$ cat src/rtl/dma_chan_sched.sv
// Round-robin descriptor scheduler feeding a single DMA engine, with chain lock,
// per-channel done-IRQ counters and a sticky error state.
module dma_chan_sched #(
    parameter int unsigned NUM_CH = 4,
    parameter int unsigned CNT_W  = 4
) (
    input  logic                     clk,
    input  logic                     rstn,
    input  logic [NUM_CH-1:0]        req_valid_i,
    output logic [NUM_CH-1:0]        req_ready_o,
    input  logic [NUM_CH-1:0][95:0]  req_desc_i,
    input  logic [NUM_CH-1:0]        req_last_i,
    output logic                     eng_go_o,
    output logic [95:0]              eng_desc_o,
    input  logic                     eng_active_i,
    input  logic                     eng_done_i,
    input  logic                     eng_error_i,
    input  logic [NUM_CH-1:0]        irq_clr_i,
    input  logic                     err_clr_i,
    output logic [NUM_CH-1:0]        done_irq_o,
    output logic                     error_irq_o,
    output logic [2:0]               err_ch_o,
    output logic                     busy_o
);

    localparam int unsigned CH_W = (NUM_CH > 1) ? $clog2(NUM_CH) : 1;
    localparam logic [CNT_W-1:0] CntMax = '1;

    typedef enum logic [2:0] {StIdle, StIssue, StWaitStart, StRun, StErr} state_e;

    state_e                         state_q;
    logic                           go_q;
    logic [95:0]                    desc_q;
    logic                           last_q;
    logic [CH_W-1:0]                ch_q;
    logic [CH_W-1:0]                ptr_q;
    logic                           lock_q;
    logic [CH_W-1:0]                lock_ch_q;
    logic                           err_irq_q;
    logic [2:0]                     err_ch_q;
    logic [NUM_CH-1:0][CNT_W-1:0]   cnt_q;
    logic [NUM_CH-1:0][CNT_W-1:0]   cnt_d;

    logic [NUM_CH-1:0] elig;
    logic [NUM_CH-1:0] cand;
    logic [NUM_CH-1:0] grant_vec;
    logic [NUM_CH-1:0] inc_vec;
    logic              grant_any;
    logic [CH_W-1:0]   grant_ch;
    logic [CH_W-1:0]   idx;
    logic              zero_len;
    logic              fin;
    logic              done_ok;
    logic              done_err;

    // Search starts one past the last granted channel; rstn gates ready during reset.
    always_comb begin
        elig      = lock_q ? (NUM_CH'(1) << lock_ch_q) : '1;
        cand      = req_valid_i & elig;
        grant_any = 1'b0;
        grant_ch  = '0;
        idx       = '0;
        grant_vec = '0;
        if (rstn && state_q == StIdle) begin
            for (int i = 1; i <= int'(NUM_CH); i++) begin
                idx = CH_W'((int'(ptr_q) + i) % int'(NUM_CH));
                if (!grant_any && cand[idx]) begin
                    grant_any = 1'b1;
                    grant_ch  = idx;
                end
            end
        end
        if (grant_any) begin
            grant_vec[grant_ch] = 1'b1;
        end
    end

    assign zero_len = (desc_q[31:0] == 32'd0);
    assign fin      = (state_q == StWaitStart || state_q == StRun) && eng_done_i;
    assign done_ok  = (fin && !eng_error_i) || (state_q == StIssue && zero_len);
    assign done_err = fin && eng_error_i;
    assign inc_vec  = (done_ok && last_q) ? (NUM_CH'(1) << ch_q) : '0;

    // Simultaneous increment and clear cancel out.
    always_comb begin
        cnt_d = cnt_q;
        for (int c = 0; c < int'(NUM_CH); c++) begin
            if (inc_vec[c] && !irq_clr_i[c]) begin
                if (cnt_q[c] != CntMax) cnt_d[c] = cnt_q[c] + 1'b1;
            end else if (!inc_vec[c] && irq_clr_i[c] && cnt_q[c] != '0) begin
                cnt_d[c] = cnt_q[c] - 1'b1;
            end
        end
    end

    always_comb begin
        done_irq_o = '0;
        for (int c = 0; c < int'(NUM_CH); c++) begin
            done_irq_o[c] = |cnt_q[c];
        end
    end

    always_ff @(posedge clk or negedge rstn) begin
        if (!rstn) begin
            cnt_q <= '0;
        end else begin
            cnt_q <= cnt_d;
        end
    end

    always_ff @(posedge clk or negedge rstn) begin
        if (!rstn) begin
            state_q   <= StIdle;
            go_q      <= 1'b0;
            desc_q    <= '0;
            last_q    <= 1'b0;
            ch_q      <= '0;
            ptr_q     <= CH_W'(NUM_CH - 1);
            lock_q    <= 1'b0;
            lock_ch_q <= '0;
            err_irq_q <= 1'b0;
            err_ch_q  <= '0;
        end else begin
            case (state_q)
                StIdle: begin
                    if (grant_any) begin
                        desc_q  <= req_desc_i[grant_ch];
                        last_q  <= req_last_i[grant_ch];
                        ch_q    <= grant_ch;
                        ptr_q   <= grant_ch;
                        go_q    <= |req_desc_i[grant_ch][31:0];
                        state_q <= StIssue;
                    end
                end
                StIssue: begin
                    go_q    <= 1'b0;
                    state_q <= zero_len ? StIdle : StWaitStart;
                end
                StWaitStart: begin
                    if (eng_active_i) state_q <= StRun;
                end
                StRun: begin
                    state_q <= StRun;
                end
                StErr: begin
                    if (err_clr_i) begin
                        err_irq_q <= 1'b0;
                        state_q   <= StIdle;
                    end
                end
                default: state_q <= StIdle;
            endcase
            // Completion overrides the per-state next state above.
            if (done_ok) begin
                state_q   <= StIdle;
                lock_q    <= !last_q;
                lock_ch_q <= ch_q;
            end
            if (done_err) begin
                state_q   <= StErr;
                err_irq_q <= 1'b1;
                err_ch_q  <= 3'(ch_q);
                lock_q    <= 1'b0;
            end
        end
    end

    assign req_ready_o = grant_vec;
    assign eng_go_o    = go_q;
    assign eng_desc_o  = desc_q;
    assign error_irq_o = err_irq_q;
    assign err_ch_o    = err_ch_q;
    assign busy_o      = (state_q != StIdle);

endmodule

$ cat config.mk
export PLATFORM = sky130hd
export DESIGN_NAME = dma_chan_sched
export DESIGN_NICKNAME = d
export VERILOG_FILES = /design/src/rtl/dma_chan_sched.sv
export SDC_FILE = /design/constraint.sdc
export NUM_CORES = 1
export LEC_CHECK = 0
export CELL_PAD_IN_SITES_DETAIL_PLACEMENT = 0
export CELL_PAD_IN_SITES_GLOBAL_PLACEMENT = 2
export CORE_AREA = 2 2 208 210
export CTS_CLUSTER_SIZE = 20
export DETAILED_ROUTE_END_ITERATION = 12
export DIE_AREA = 0 0 210 212
export PLACE_DENSITY = 0.95
export SKIP_CTS_REPAIR_TIMING = 1
export SLEW_MARGIN = 15
export SYNTH_ARGS = -nofsm -noshare
export SYNTH_HDL_FRONTEND = slang
export SYNTH_SLANG_ARGS = --single-unit
$ cat constraint.sdc
create_clock -name clk -period 4.8 [get_ports clk]
set_input_delay 0.72 -clock clk [delete_from_list [all_inputs] [get_ports clk]]
set_output_delay 0.72 -clock clk [all_outputs]
set_load 0.02 [all_outputs]
==> impl_results.md <==
- Outcome: completed
- H-tree Lvls: 4
- Clk pin slew, worst setup/hold paths: 0.06 ns
- Synth async-reset ratio: 1.00
- Setup CP Type: input pin to output port
- Clock Skews: 0.0115 ns
- Initial antenna violation count: 1
- Nets@finish: 2061
- Row cnt: 76
- CP endpoint kind: output port
- Root Buffer: clkbuf_16
- Area after DPL: 0.0144 mm^2
- Global route total overflow: 0
- Antenna cells: 0
- Met3 wire length: 2.84 mm
- Synth area leaders: dfrtp_1, nand2_1, mux2i_1, o21ai_0, nor2_1
- Worst-case reg-to-reg path depth: 13
- Detailed Place HPWL: 29.6 mm
- CP startpoint: req_valid_i[0]
- Synth Flop Type: dfrtp_1
- Placer Congestion: 0.866
- Final hold violations: 0
- DR WL/cell: 17.2 um
- Final Critical Period: 4.56 ns
- Hold crit path type: register to register
- Worst r2r dst: cnt_q[15]$_DFFE_PN0P_
- Final setup viols: 0
- FF+latch count, synth: 127
- DRC violations left: 0
- Crit path DAT: 3.84 ns
- Worst EP required: 4.08 ns
- Worst-skew pair later-pin latency: 0.43 ns
- Max_cap viols: 0
- Routed Antenna Nets: 0
- Total GRT Usage: 0.166
- Starting Density: 0.206
- Synth cell types: 60
- First-pass GRT wire length: 56.3 mm
- Max Slew Vio Count: 0
- Top cell type's share of synthesized area: 0.357
- Post-Syn Area: 0.00876 mm^2
- Sequential cell area: 0.00318 mm^2
- Detailed Route Iter0 Violations: 442
- Fillers: 4479
- Max FO, Critical Path: 7
- Clock Tree Buf Depth: 2
- Fin crit share: 0.951
- Die area: 0.0445 mm^2
- Seq/Total Area, Yosys: 0.363
- Post-synth EDFFs: 0
- Synth warn: 0
- Least-Margin Pin Slew: 0.950 ns
- R2r startpoint: eng_desc_o[11]$_DFFE_PN0P_
- Io pins: 512
- Die width: 210 um
- WL met1: 15.1 mm
- Detailed-route via count: 9863
- Cts bufs inserted: 17
- Startpoint Class: input pin
- FMAX: 219 MHz
- CTS Sinks: 127
- R2R Setup Slk: 0.65 ns
- Slew headroom: 0.367
- CP endpoint: req_ready_o[0]
- Post-DR vias/cell: 4.47
- Core ar.: 0.0425 mm^2
- Power Dens Cells: 546 mW/mm^2
- Combined area of the multi-input logic cells: 0.00520 mm^2
- Maximum VDD drop: 0.223 mV
- CTS tree: yes
- WL met2: 18.8 mm
- Largest net degree at the start of global routing: 174
- Syn nets: 1596
- Top Layer Used: met4
- Final instance area: 0.0150 mm^2
- I/O Buffers: 510
- Placed cell count: 2174
- Routed WL: 38.0 mm
- Vias in the first global route: 9875
- RSZ-0062 raised after global routing: false
- TritonRoute pass-1 iters: 5
- Share of layout cells above drive strength 1: 0.0518
- Leakage: 6.29 nW
- Die Y: 212 um
- Area leader, netlist: dfrtp_1
- Area Overhead vs Synth: 71.4%
- Finished Layout Cells: 2206
- TNS Setup: 0 ns
- Synthesized area per cell: 7.41 um^2
- Post-synthesis instance total: 1182
area by class of cell:
cell class	count	area share
clock buffer	19	0.0301
clock inverter	13	0.0107
inverter	9	0.00225
multi-input combinational	960	0.346
sequential	127	0.212
tap	546	0.0455
timing repair buffer	532	0.353
critical path, stage by stage:
cell and delay (ns):
clkdlybuf4s50_1 0.63, mux2i_1 0.13, o211ai_1 0.50, a21oi_1 0.09
a31o_2 0.26, a2111oi_0 0.55, buf_4 0.21, and2_1 0.12
clkdlybuf4s50_1 0.63
state kept, by name (all words and copies together) (netlist names):
signal	count
last_q	1
error_irq_o	1
cnt_q	16
lock_q	1
err_ch_o	2
state_q	3
ch_q	2
ptr_q	2
lock_ch_q	2
eng_go_o	1
eng_desc_o	96
stage by stage:
stage               hold WS (ns)  utilization  power (mW)  setup WS (ns)
finish                     0.478        0.353        8.21          0.235
global route               0.509        0.353        8.88         0.0361
CTS                        0.483        0.353        8.35          0.153
detailed placement         0.469        0.339        6.91          0.171
global placement           0.460        0.339        6.83          0.249
floorplan                  0.424            -        4.80           1.33
kinds of logic (layout without fill, tap and decap cells):
family                   Yosys count  after routing  share of synthesized area
AND/OR/NAND/NOR                  616            616                      0.294
AO/OA/AOI/OAI                    210            210                      0.134
flip-flops                       127            127                      0.363
multiplexers                     107            107                      0.125
buffers and inverters             95            573                     0.0488
XOR/XNOR                          14             14                     0.0140
adder cells (fa/ha/maj)           12             12                     0.0206
other                              1              1                   0.000428
cells in the mapped netlist (all sizes together), types with 4 or more instances:
| cell | n |
|---|---|
| nand2b | 4 |
| xor2 | 5 |
| nand3 | 67 |
| o21ai | 156 |
| inv | 8 |
| ha | 8 |
| nand2 | 288 |
| xnor2 | 9 |
| a21oi | 16 |
| mux2i | 88 |
| nor2 | 207 |
| a21o | 5 |
| and2 | 5 |
| nand4b | 4 |
| mux2 | 19 |
| buf | 40 |
| nand4 | 4 |
| nor3 | 4 |
| fa | 4 |
| or4 | 9 |
| dfrtp | 125 |
| clkbuf | 46 |
| nor4 | 12 |
placed cells by master, fill, tap and decap left out, types with 3 or more instances in the layout:
cell type        count
nor2_1             207
nand4bb_1            3
clkinv_2             3
inv_1                8
xor2_1               5
nand4b_1             4
mux2i_1             88
clkdlybuf4s50_1    509
dfrtp_1            125
nand2_1            288
a41oi_1              3
nand2b_1             3
clkinvlp_4           4
mux2_2              19
a21o_1               5
bufinv_16            3
ha_1                 8
o21ai_0            155
nand3b_1             3
buf_4               19
nand3_1             67
fa_1                 4
a21oi_1             16
xnor2_1              9
buf_12               3
nor4_1              12
and2_1               5
clkbuf_16           17
nor3_1               4
or4_1                9
nand4_1              4
o211ai_1             3
layer usage:
| layer | vias to the layer above | track usage |
|---|---|---|
| met5 | - | 0 |
| met3 | 64 | 0.0473 |
| met4 | 0 | 0.0717 |
| li1 | 4929 | - |
| met2 | 417 | 0.296 |
| met1 | 4453 | 0.186 |
where the power goes:
group	total (mW)	switching (mW)	internal, mW	leakage (nW)
combinational	4.71	2.62	2.10	4.43
sequential	2.11	0.498	1.61	1.56
clock	1.39	0.541	0.845	0.292
worst min path at each step:
stage	start	end	slack, ns	cells past startpoint
after floorplan	rstn	ch_q[0]$_DFFE_PN0P_	0.42	0
after global placement	eng_desc_o[64]$_DFFE_PN0P_	eng_desc_o[64]$_DFFE_PN0P_	0.46	2
after detailed placement	eng_desc_o[35]$_DFFE_PN0P_	eng_desc_o[35]$_DFFE_PN0P_	0.47	2
after CTS	eng_desc_o[89]$_DFFE_PN0P_	eng_desc_o[89]$_DFFE_PN0P_	0.48	2
after global routing	eng_desc_o[61]$_DFFE_PN0P_	eng_desc_o[61]$_DFFE_PN0P_	0.51	2
final	eng_desc_o[40]$_DFFE_PN0P_	eng_desc_o[40]$_DFFE_PN0P_	0.48	2
Note: power is estimated with default switching activity, not from simulation.
